<file path="src/rtl/mem_arb_pkg.sv">
// mem_arb_pkg: shared defaults and types for the two-master memory arbiter.
//   AW_DEF / DW_DEF      default address / data widths
//   MAX_BURST_DEF        default cap on consecutive grants while the other master waits
//   state_t              arbiter FSM state (IDLE, OWN0, OWN1)
//   burst_cnt_w()        width of the burst counter for a given cap
package mem_arb_pkg;

  localparam int AW_DEF        = 16;
  localparam int DW_DEF        = 16;
  localparam int MAX_BURST_DEF = 8;

  typedef enum logic [1:0] {
    IDLE = 2'd0,
    OWN0 = 2'd1,
    OWN1 = 2'd2
  } state_t;

  // One extra bit so the counter can hold MAX_BURST itself.
  function automatic int burst_cnt_w(input int max_burst);
    return $clog2(max_burst) + 1;
  endfunction

endpackage

</file>
<file path="src/rtl/mem_arb_burst_cnt.sv">
// mem_arb_burst_cnt: consecutive-grant counter for the memory arbiter.
//   clk, rst_n   clock, asynchronous active-low reset (count clears to 0)
//   i_load       grant to a new owner: count becomes 1
//   i_inc        another grant to the same owner: count + 1, saturating at MAX_BURST
//   o_cnt        current count
module mem_arb_burst_cnt
  import mem_arb_pkg::*;
#(
  parameter int MAX_BURST = MAX_BURST_DEF,
  parameter int CW        = burst_cnt_w(MAX_BURST)
) (
  input  logic          clk,
  input  logic          rst_n,
  input  logic          i_load,
  input  logic          i_inc,
  output logic [CW-1:0] o_cnt
);

  logic [CW-1:0] r_cnt;

  always_ff @(posedge clk or negedge rst_n) begin
    if (!rst_n) begin
      r_cnt <= '0;
    end else if (i_load) begin
      r_cnt <= CW'(1);
    end else if (i_inc && (r_cnt < CW'(MAX_BURST))) begin
      r_cnt <= r_cnt + 1'b1;
    end
  end

  assign o_cnt = r_cnt;

endmodule

</file>
<file path="src/rtl/mem_arbiter.sv">
// mem_arbiter: two-master, single-port memory arbiter. A grant completes the
// access in the same cycle; read data returns registered one cycle later.
//   clk, rst_n                 clock, asynchronous active-low reset
//   m0_* / m1_*                master request, write flag, address, write data (in);
//                              grant (comb), read valid and registered read data (out)
//   mem_addr, mem_idata, mem_wr   memory address / write data / write strobe
//   mem_odata                  combinational memory read of mem_addr
module mem_arbiter
  import mem_arb_pkg::*;
#(
  parameter int AW        = AW_DEF,
  parameter int DW        = DW_DEF,
  parameter int MAX_BURST = MAX_BURST_DEF
) (
  input  logic          clk,
  input  logic          rst_n,
  input  logic          m0_req,
  input  logic          m0_wr,
  input  logic [AW-1:0] m0_addr,
  input  logic [DW-1:0] m0_wdata,
  input  logic          m1_req,
  input  logic          m1_wr,
  input  logic [AW-1:0] m1_addr,
  input  logic [DW-1:0] m1_wdata,
  output logic          m0_gnt,
  output logic          m1_gnt,
  output logic          m0_rvalid,
  output logic          m1_rvalid,
  output logic [DW-1:0] m0_rdata,
  output logic [DW-1:0] m1_rdata,
  output logic [AW-1:0] mem_addr,
  output logic [DW-1:0] mem_idata,
  output logic          mem_wr,
  input  logic [DW-1:0] mem_odata
);

  localparam int CW = burst_cnt_w(MAX_BURST);

  state_t        r_state;
  state_t        w_next;
  logic          r_last_owner;
  logic          w_gnt0;
  logic          w_gnt1;
  logic          w_load;
  logic          w_inc;
  logic          w_below;
  logic [CW-1:0] w_cnt;
  logic          r_rvalid0;
  logic          r_rvalid1;
  logic [DW-1:0] r_rdata0;
  logic [DW-1:0] r_rdata1;

  mem_arb_burst_cnt #(
    .MAX_BURST (MAX_BURST),
    .CW        (CW)
  ) u_burst_cnt (
    .clk    (clk),
    .rst_n  (rst_n),
    .i_load (w_load),
    .i_inc  (w_inc),
    .o_cnt  (w_cnt)
  );

  // Owner may keep the bus while the other waits only below the burst cap.
  assign w_below = (w_cnt < CW'(MAX_BURST));

  always_comb begin
    w_gnt0 = 1'b0;
    w_gnt1 = 1'b0;
    w_next = r_state;
    case (r_state)
      IDLE: begin
        if (m0_req && m1_req) begin
          if (r_last_owner) w_gnt0 = 1'b1;
          else              w_gnt1 = 1'b1;
        end else if (m0_req) begin
          w_gnt0 = 1'b1;
        end else if (m1_req) begin
          w_gnt1 = 1'b1;
        end
      end
      OWN0: begin
        if (m0_req && (!m1_req || w_below)) w_gnt0 = 1'b1;
        else if (m1_req)                    w_gnt1 = 1'b1;
      end
      OWN1: begin
        if (m1_req && (!m0_req || w_below)) w_gnt1 = 1'b1;
        else if (m0_req)                    w_gnt0 = 1'b1;
      end
      default: ;
    endcase
    // Grants are combinational, so they must also be held off during reset.
    if (!rst_n) begin
      w_gnt0 = 1'b0;
      w_gnt1 = 1'b0;
    end
    if (w_gnt0)      w_next = OWN0;
    else if (w_gnt1) w_next = OWN1;
    else             w_next = IDLE;
  end

  // A grant that changes (or establishes) ownership restarts the burst count.
  assign w_load = (w_gnt0 && (r_state != OWN0)) || (w_gnt1 && (r_state != OWN1));
  assign w_inc  = (w_gnt0 || w_gnt1) && !w_load;

  always_ff @(posedge clk or negedge rst_n) begin
    if (!rst_n) begin
      r_state      <= IDLE;
      r_last_owner <= 1'b1;
      r_rvalid0    <= 1'b0;
      r_rvalid1    <= 1'b0;
      r_rdata0     <= '0;
      r_rdata1     <= '0;
    end else begin
      r_state   <= w_next;
      r_rvalid0 <= w_gnt0 && !m0_wr;
      r_rvalid1 <= w_gnt1 && !m1_wr;
      if (w_gnt0)      r_last_owner <= 1'b0;
      else if (w_gnt1) r_last_owner <= 1'b1;
      if (w_gnt0 && !m0_wr) r_rdata0 <= mem_odata;
      if (w_gnt1 && !m1_wr) r_rdata1 <= mem_odata;
    end
  end

  // Idle bus defaults to master 0's address and data with no strobe.
  assign mem_addr  = w_gnt1 ? m1_addr  : m0_addr;
  assign mem_idata = w_gnt1 ? m1_wdata : m0_wdata;
  assign mem_wr    = (w_gnt0 && m0_wr) || (w_gnt1 && m1_wr);

  assign m0_gnt    = w_gnt0;
  assign m1_gnt    = w_gnt1;
  assign m0_rvalid = r_rvalid0;
  assign m1_rvalid = r_rvalid1;
  assign m0_rdata  = r_rdata0;
  assign m1_rdata  = r_rdata1;

endmodule

</file>
<file path="config.mk">
export PLATFORM = sky130hd
export DESIGN_NAME = mem_arbiter
export DESIGN_NICKNAME = d
export VERILOG_FILES = /design/src/rtl/mem_arb_pkg.sv /design/src/rtl/mem_arb_burst_cnt.sv /design/src/rtl/mem_arbiter.sv
export SDC_FILE = /design/constraint.sdc
export NUM_CORES = 1
export LEC_CHECK = 0
export ABC_AREA = 1
export CELL_PAD_IN_SITES_DETAIL_PLACEMENT = 0
export CELL_PAD_IN_SITES_GLOBAL_PLACEMENT = 1
export CORE_AREA = 2 2 106 108
export CTS_CLUSTER_SIZE = 12
export DETAILED_ROUTE_END_ITERATION = 10
export DIE_AREA = 0 0 108 110
export HOLD_SLACK_MARGIN = 0.1
export PLACE_DENSITY_LB_ADDON = 0.25
export SYNTH_ARGS = -nofsm -noshare
export SYNTH_HDL_FRONTEND = slang
export SYNTH_SLANG_ARGS = --single-unit
</file>
<file path="constraint.sdc">
create_clock -name clk -period 1.7 [get_ports clk]
set_input_delay 0.51 -clock clk [delete_from_list [all_inputs] [get_ports clk]]
set_output_delay 0.51 -clock clk [all_outputs]
set_load 0.01 [all_outputs]
</file>
==> flow_metrics.py, run 1 <==
metrics = {
    "outcome": {
        "status": "complete, but fails checks",
        "violations": "setup timing",
    },
    "synth": {
        "yosys.area.top_type_share_pct": 45.4,
        "synth-edff-count": 0,
        "synth_top_cell_by_area": "dfrtp_1",
        "syn_nets": 376,
        "synth.area.top_cells": "dfrtp_1 45%, nand2_1 25%, o21ai_2 6.4%, inv_1 4.9%, o21ai_1 3.6%",
        "synth_cell_types": 24,
        "ys_warn_count": 0,
        "synthCells": 289,
        "async_flop_share_pct": 100,
        "synth_most_common_cell": "nand2_1",
        "syn_area_per_cell_um2": 7.62,
        "synth_common_cells": "145 x nand2_1, 40 x dfrtp_1, 29 x inv_1, 16 x o21ai_1, 16 x o21ai_2",
        "ys_seq_elements": 41,
        "ys_seq_area_share_pct": 46.6,
        "synthFlopType": "dfrtp_1",
        "netlist_area_mm2": 0.00220,
    },
    "cells_and_area": {
        "fin_area_mm2": 0.00496,
        "nNetsFinal": 568,
        "drive_gt1_share_pct": 47.7,
        "area_delta_synth_final_pct": 125,
    },
    "critical_path": {
        "regToRegStartpoint": "r_state[1]",
        "cp_common_cell": "nand2_2",
        "crit_path_max_fanout": 8,
        "r2r_setup_slack_ns": -0.25,
        "worstPathCellList": "nand3_2, nand2_2, nand3_4, nand2_8, clkinv_8, clkbuf_16, nand2_2, nand2_1, buf_2",
        "critPathTopFamily": "flip-flops",
        "slowest_stage": "dfstp_2",
        "required_ns": 1.19,
        "crit_path_start_kind": "flip-flop",
        "cp_num_buf_inv": 3,
        "path_class": "reg -> out",
        "critical_path.max_stage_delay_ns": 0.55,
        "end_kind": "output port",
        "setup.worst_path.start": "r_last_owner",
        "critical_path_arrival_ns": 1.72,
    },
    "placement": {
        "gp_congestion": 0.758,
        "numPortBuffers": 154,
        "place_hpwl_mm": 5.76,
        "dpl_cell_area_mm2": 0.00414,
        "place_ws_ns": -1.21,
    },
    "route": {
        "vias": 2593,
        "ant_nets": 0,
        "via_per_inst": 4.16,
        "wl_met1_mm": 3.28,
        "avgRoutedWirePerCell_um": 13.6,
        "wl_mm": 8.46,
        "dr.pass1.iters": 4,
        "dr_wl_met3_um": 902,
        "drc_errors": 0,
        "dr_wl_met2_mm": 4.19,
        "routed.top_layer": "met5",
        "first_iter_violations": 61,
    },
    "timing": {
        "period_minus_slack_ns": 2.23,
        "setup_ws_ns": -0.530,
        "finalHoldViolCount": 0,
        "finalSetupViolations": 66,
        "fin_skew_ns": 0.00916,
        "drv_slew": 0,
        "max-slew-margin-rel_pct": 63.7,
        "tightest_slew_ns": 0.545,
        "clock.fmax_ghz": 0.448,
        "fin_crit_sh_pct": 131,
        "rsz0062_at_grt": "yes",
    },
    "die": {
        "initial_core_util_pct": 20.6,
        "die_h_um": 110,
        "row_count": 38,
        "die_area_mm2": 0.0119,
        "die_w_um": 108,
        "fp.coreArea_mm2": 0.0107,
        "boundaryPins": 155,
    },
    "run": {
        "maxCapViolCount": 0,
    },
    "clocking": {
        "clk_latency_ns": 0.29,
        "clkSinkCount": 41,
        "htree_levels": 2,
        "clock-root-buffer": "clkbuf_8",
        "clk_pin_slew_ns": 0.09,
        "cts_tree": "done",
        "cts_buffer_depth": 2,
        "cts_inserted_buffers": 5,
    },
    "power_and_ir_drop": {
        "p_leak_uw": 0.00251,
        "power.density_mw_per_mm2": 866,
        "peakVddDrop_mv": 0.572,
    },
    "grt": {
        "first_global_vias": 2472,
        "grt-ovfl-total": 0,
        "antenna_found_initial": 2,
        "grt_pass1_wl_mm": 12.1,
        "grt_max_degree": 43,
        "grt_usage_pct": 12.8,
    },
    "hold_path": {
        "min_path_type": "in -> async",
    },
}
-- report_power, final --
part	switching [µW]	total [µW]	internal, µW
sequential	220	1480	1260
clock	347	826	479
combinational	906	1990	1080
total	1470	4300	2820
-- cell usage in the layout (no fill, tap or decap), types with 2 or more instances in the layout --
cell type	count
buf_4	16
dfrtp_1	38
inv_1	23
buf_8	2
clkbuf_8	6
nand2_2	65
inv_2	3
buf_6	31
nand3_2	4
buf_12	7
clkdlybuf4s50_1	83
nand2_8	2
nand3b_1	2
nand3_1	5
buf_2	16
o21ai_2	27
clkbuf_16	2
inv_4	3
buf_16	6
dfrtp_2	2
nand2_4	26
nor2_4	4
nand2_1	55
dlygate4sd2_1	33
o21ai_1	6
-- flip-flops by register name, summed over array words and instances, names as in the netlist --
signal / flops
m0_rdata: 16
m0_rvalid: 1
m1_rdata: 16
m1_rvalid: 1
r_last_owner: 1
r_state: 2
u_burst_cnt.o_cnt: 4
-- stage by stage --
stage	TNS [ns]	hold slack [ns]	cells	power (µW)	util [%]
final	-21.22	0.450	623	4300	46.4
after detailed placement	-62.83	0.473	595	3260	38.7
after CTS	-17.96	0.448	618	4090	42.1
after global routing	-27.81	0.509	623	4580	46.4
after floorplan	-0.0493	0.214	289	2180	-
after global placement	-61.34	0.465	595	3250	38.7
-- cell families (layout without fill, tap and decap cells) --
kind of cell / Yosys count / in the layout / synth area share [%]
AOI/OAI and AO/OA: 36 / 36 / 10.9
xor gates and xnor gates: 1 / 1 / 0.398
adders and majority gates: 1 / 1 / 0.568
buffers and inverters: 43 / 236 / 9.99
DFF: 41 / 41 / 46.6
other: 0 / 1 / 0
and+or+nand+nor: 167 / 167 / 31.5
-- cell type report --
class                   count  area (µm²)
fillers                  1052        5740
repair buffers            198        2080
multi-input cells         205        1430
flip-flops and latches     41        1030
well taps                 140         175
inverters                  30         133
clock buffers               7        86.3
clock inverters             1        30.0
diodes                      1        2.50
-- worst paths after layout --
| path | end | depth (start not counted) |
|---|---|---|
| worst max-delay path | mem_addr[12] | 9 |
| worst min-delay path | u_burst_cnt.o_cnt[3] | 3 |
| worst max register to register | m0_rdata[15] | 11 |
| worst min register to register | m0_rdata[10] | 2 |
| max in group asynchronous | r_state[1] | 3 |
| min in group clk | m0_rdata[10] | 2 |
-- metal layers --
layer / global-route usage (%) / vias up
li1: - / 1276
met1: 14.2 / 1190
met2: 23.1 / 114
met3: 5.35 / 11
met4: 2.20 / 2
met5: 0 / -
-- repair_timing --
action / 4_1_cts / 5_1_grt
buffers inserted: 8 / 4
gates cloned: 8 / 2
resized for setup: 246 / 108
pin swaps: 18 / 11
hold buffers: 0 / 0
setup endpoints to repair: 104 / 73
-- tightest hold or removal path, stage by stage --
cell and delay (ns):
buf_2 0.12, buf_4 0.12, buf_4 0.45
Power figures use the tool's default switching activity.
==> inputs of run 2 (changes only) <==
==> constraint.sdc (replaced) <==
create_clock -name clk -period 1.7 [get_ports clk]
set_input_delay 0.51 -clock clk [delete_from_list [all_inputs] [get_ports clk]]
set_output_delay 0.51 -clock clk [all_outputs]
set_load 0.005 [all_outputs]
==> flow_metrics.py, run 2 (synthesized netlist as in run 1, its figures left out) <==
metrics = {
    "power_and_ir_drop": {
        "peakVddDrop_mv": 0.535,
        "power.density_mw_per_mm2": 841,
        "power_uw": 4290,
        "p_leak_uw": 0.00282,
    },
    "die": {
        "row_count": 38,
        "die_w_um": 108,
        "die_area_mm2": 0.0119,
        "boundaryPins": 155,
        "fp.coreArea_mm2": 0.0107,
        "initial_core_util_pct": 20.6,
        "die_h_um": 110,
    },
    "route": {
        "ant_nets": 0,
        "first_iter_violations": 90,
        "dr.pass1.iters": 4,
        "drc_errors": 0,
        "avgRoutedWirePerCell_um": 14.1,
        "vias": 2705,
        "wl_mm": 9.12,
        "via_per_inst": 4.19,
    },
    "grt": {
        "grt_usage_pct": 14.0,
        "grt_max_degree": 43,
        "grt_pass1_wl_mm": 12.9,
        "antenna_found_initial": 1,
        "grt-ovfl-total": 0,
        "first_global_vias": 2522,
    },
    "critical_path": {
        "worstPathCellList": "nand3_2, nand2_2, nand3_4, nand2_4, buf_12, buf_12, clkinv_8, buf_6, nand2_2, nand2_1, buf_2",
        "r2r_setup_slack_ns": -0.45,
        "rr_endpoint": "m0_rdata[4]",
        "reg2reg_depth": 13,
        "slowest_stage": "dfstp_2",
        "crit_path_start_kind": "flip-flop",
        "end_kind": "output port",
        "crit_path_max_fanout": 5,
        "required_ns": 1.19,
        "critical_path.max_stage_delay_ns": 0.55,
        "path_class": "reg -> out",
        "regToRegStartpoint": "r_state[1]",
        "critical_path_arrival_ns": 1.84,
    },
    "timing": {
        "tightest_slew_ns": 0.539,
        "max-slew-margin-rel_pct": 64.1,
        "rsz0062_at_grt": "yes",
        "period_minus_slack_ns": 2.35,
        "drv_slew": 0,
        "fin_skew_ns": 0.00829,
        "setup_ws_ns": -0.648,
        "clock.fmax_ghz": 0.426,
        "finalHoldViolCount": 0,
        "finalSetupViolations": 69,
        "fin_crit_sh_pct": 138,
    },
    "run": {
        "maxCapViolCount": 0,
    },
    "cells_and_area": {
        "layout_commonest_cell": "clkdlybuf4s50_1",
        "area_delta_synth_final_pct": 132,
        "nFillCells": 1039,
        "seqCellArea_mm2": 0.00103,
        "multiInputGateArea_mm2": 0.00125,
        "final_cell_mix": "85 x clkdlybuf4s50_1, 79 x nand2_1, 58 x nand2_2, 39 x dfrtp_1, 33 x buf_2",
        "drive_gt1_share_pct": 44.5,
        "diodes": 0,
        "nNetsFinal": 592,
    },
    "clocking": {
        "cts_inserted_buffers": 5,
        "clock-root-buffer": "clkbuf_8",
        "cts_tree": "done",
        "htree_levels": 2,
        "clkSinkCount": 41,
        "cts_buffer_depth": 2,
        "clk_latency_ns": 0.30,
        "clk_pin_slew_ns": 0.09,
    },
    "placement": {
        "numPortBuffers": 154,
        "gp_congestion": 0.814,
        "place_ws_ns": -1.14,
        "place_hpwl_mm": 5.66,
    },
    "hold_path": {
        "min_path_type": "in -> async",
    },
    "outcome": {
        "violations": "setup timing",
        "status": "complete, but fails checks",
    },
}
-- run 2: area by class of cell --
type / count / area share, %
Clock inverter: 1 / 0.589
Inverter: 30 / 2.45
Tap cell: 140 / 3.43
Multi-Input combinational cell: 205 / 24.6
Timing Repair Buffer: 221 / 46.8
Sequential cell: 41 / 20.2
Clock buffer: 7 / 1.69
Timing Repair inverter: 1 / 0.319
-- run 2: critical path: cells and delay by family (launching register included) --
kind,cells,cell delay [ns]
and+or+nand+nor,6,0.45
buffers and inverters,5,0.53
DFF,1,0.55
-- run 2: metal layers --
metal  vias up  track usage [%]  part of all wire [%]
li1       1319                -                     -
met1      1249             14.6                    35
met2       119             26.8                    51
met3        16             5.23                    11
met4         2             2.75                   1.9
met5         -                0                  0.14
-- run 2: per-stage QoR --
| step | hold slack [ns] | cells | util (%) | setup TNS [ns] | instance area (µm²) |
|---|---|---|---|---|---|
| floorplan | 0.214 | 289 | - | -0.277 | 2230 |
| global placement | 0.466 | 598 | 38.4 | -56.49 | 4110 |
| detailed placement | 0.470 | 598 | 38.4 | -59.12 | 4110 |
| CTS | 0.467 | 637 | 44.8 | -32.61 | 4790 |
| global route | 0.482 | 646 | 47.7 | -37.38 | 5100 |
| finish | 0.441 | 646 | 47.7 | -30.60 | 5100 |
-- run 2: power by group --
| part | total [µW] | switching, µW | internal, µW |
|---|---|---|---|
| logic | 2000 | 780 | 1220 |
| clock network | 838 | 359 | 480 |
| registers | 1450 | 192 | 1260 |
-- run 2: what timing repair did --
item / 4_1_cts / 5_1_grt
pin swaps: 24 / 16
hold buffers: 0 / 0
gates cloned: 11 / 0
setup buffers: 21 / 12
setup endpoints to repair: 76 / 96
resized for setup: 239 / 74
-- run 2: worst max path at each step --
| stage | start | to | slack (ns) | cells after the start |
|---|---|---|---|---|
| 6_report | r_last_owner | mem_addr[1] | -0.65 | 11 |
| 5_1_grt | r_state[1] | mem_idata[10] | -0.73 | 12 |
| 4_1_cts | r_last_owner | mem_idata[10] | -0.62 | 11 |
| 3_5_place_dp | m1_req | mem_addr[15] | -1.14 | 11 |
| 3_3_place_gp | m1_req | mem_addr[15] | -1.10 | 11 |
| 2_1_floorplan | m1_req | mem_addr[10] | -0.01 | 8 |
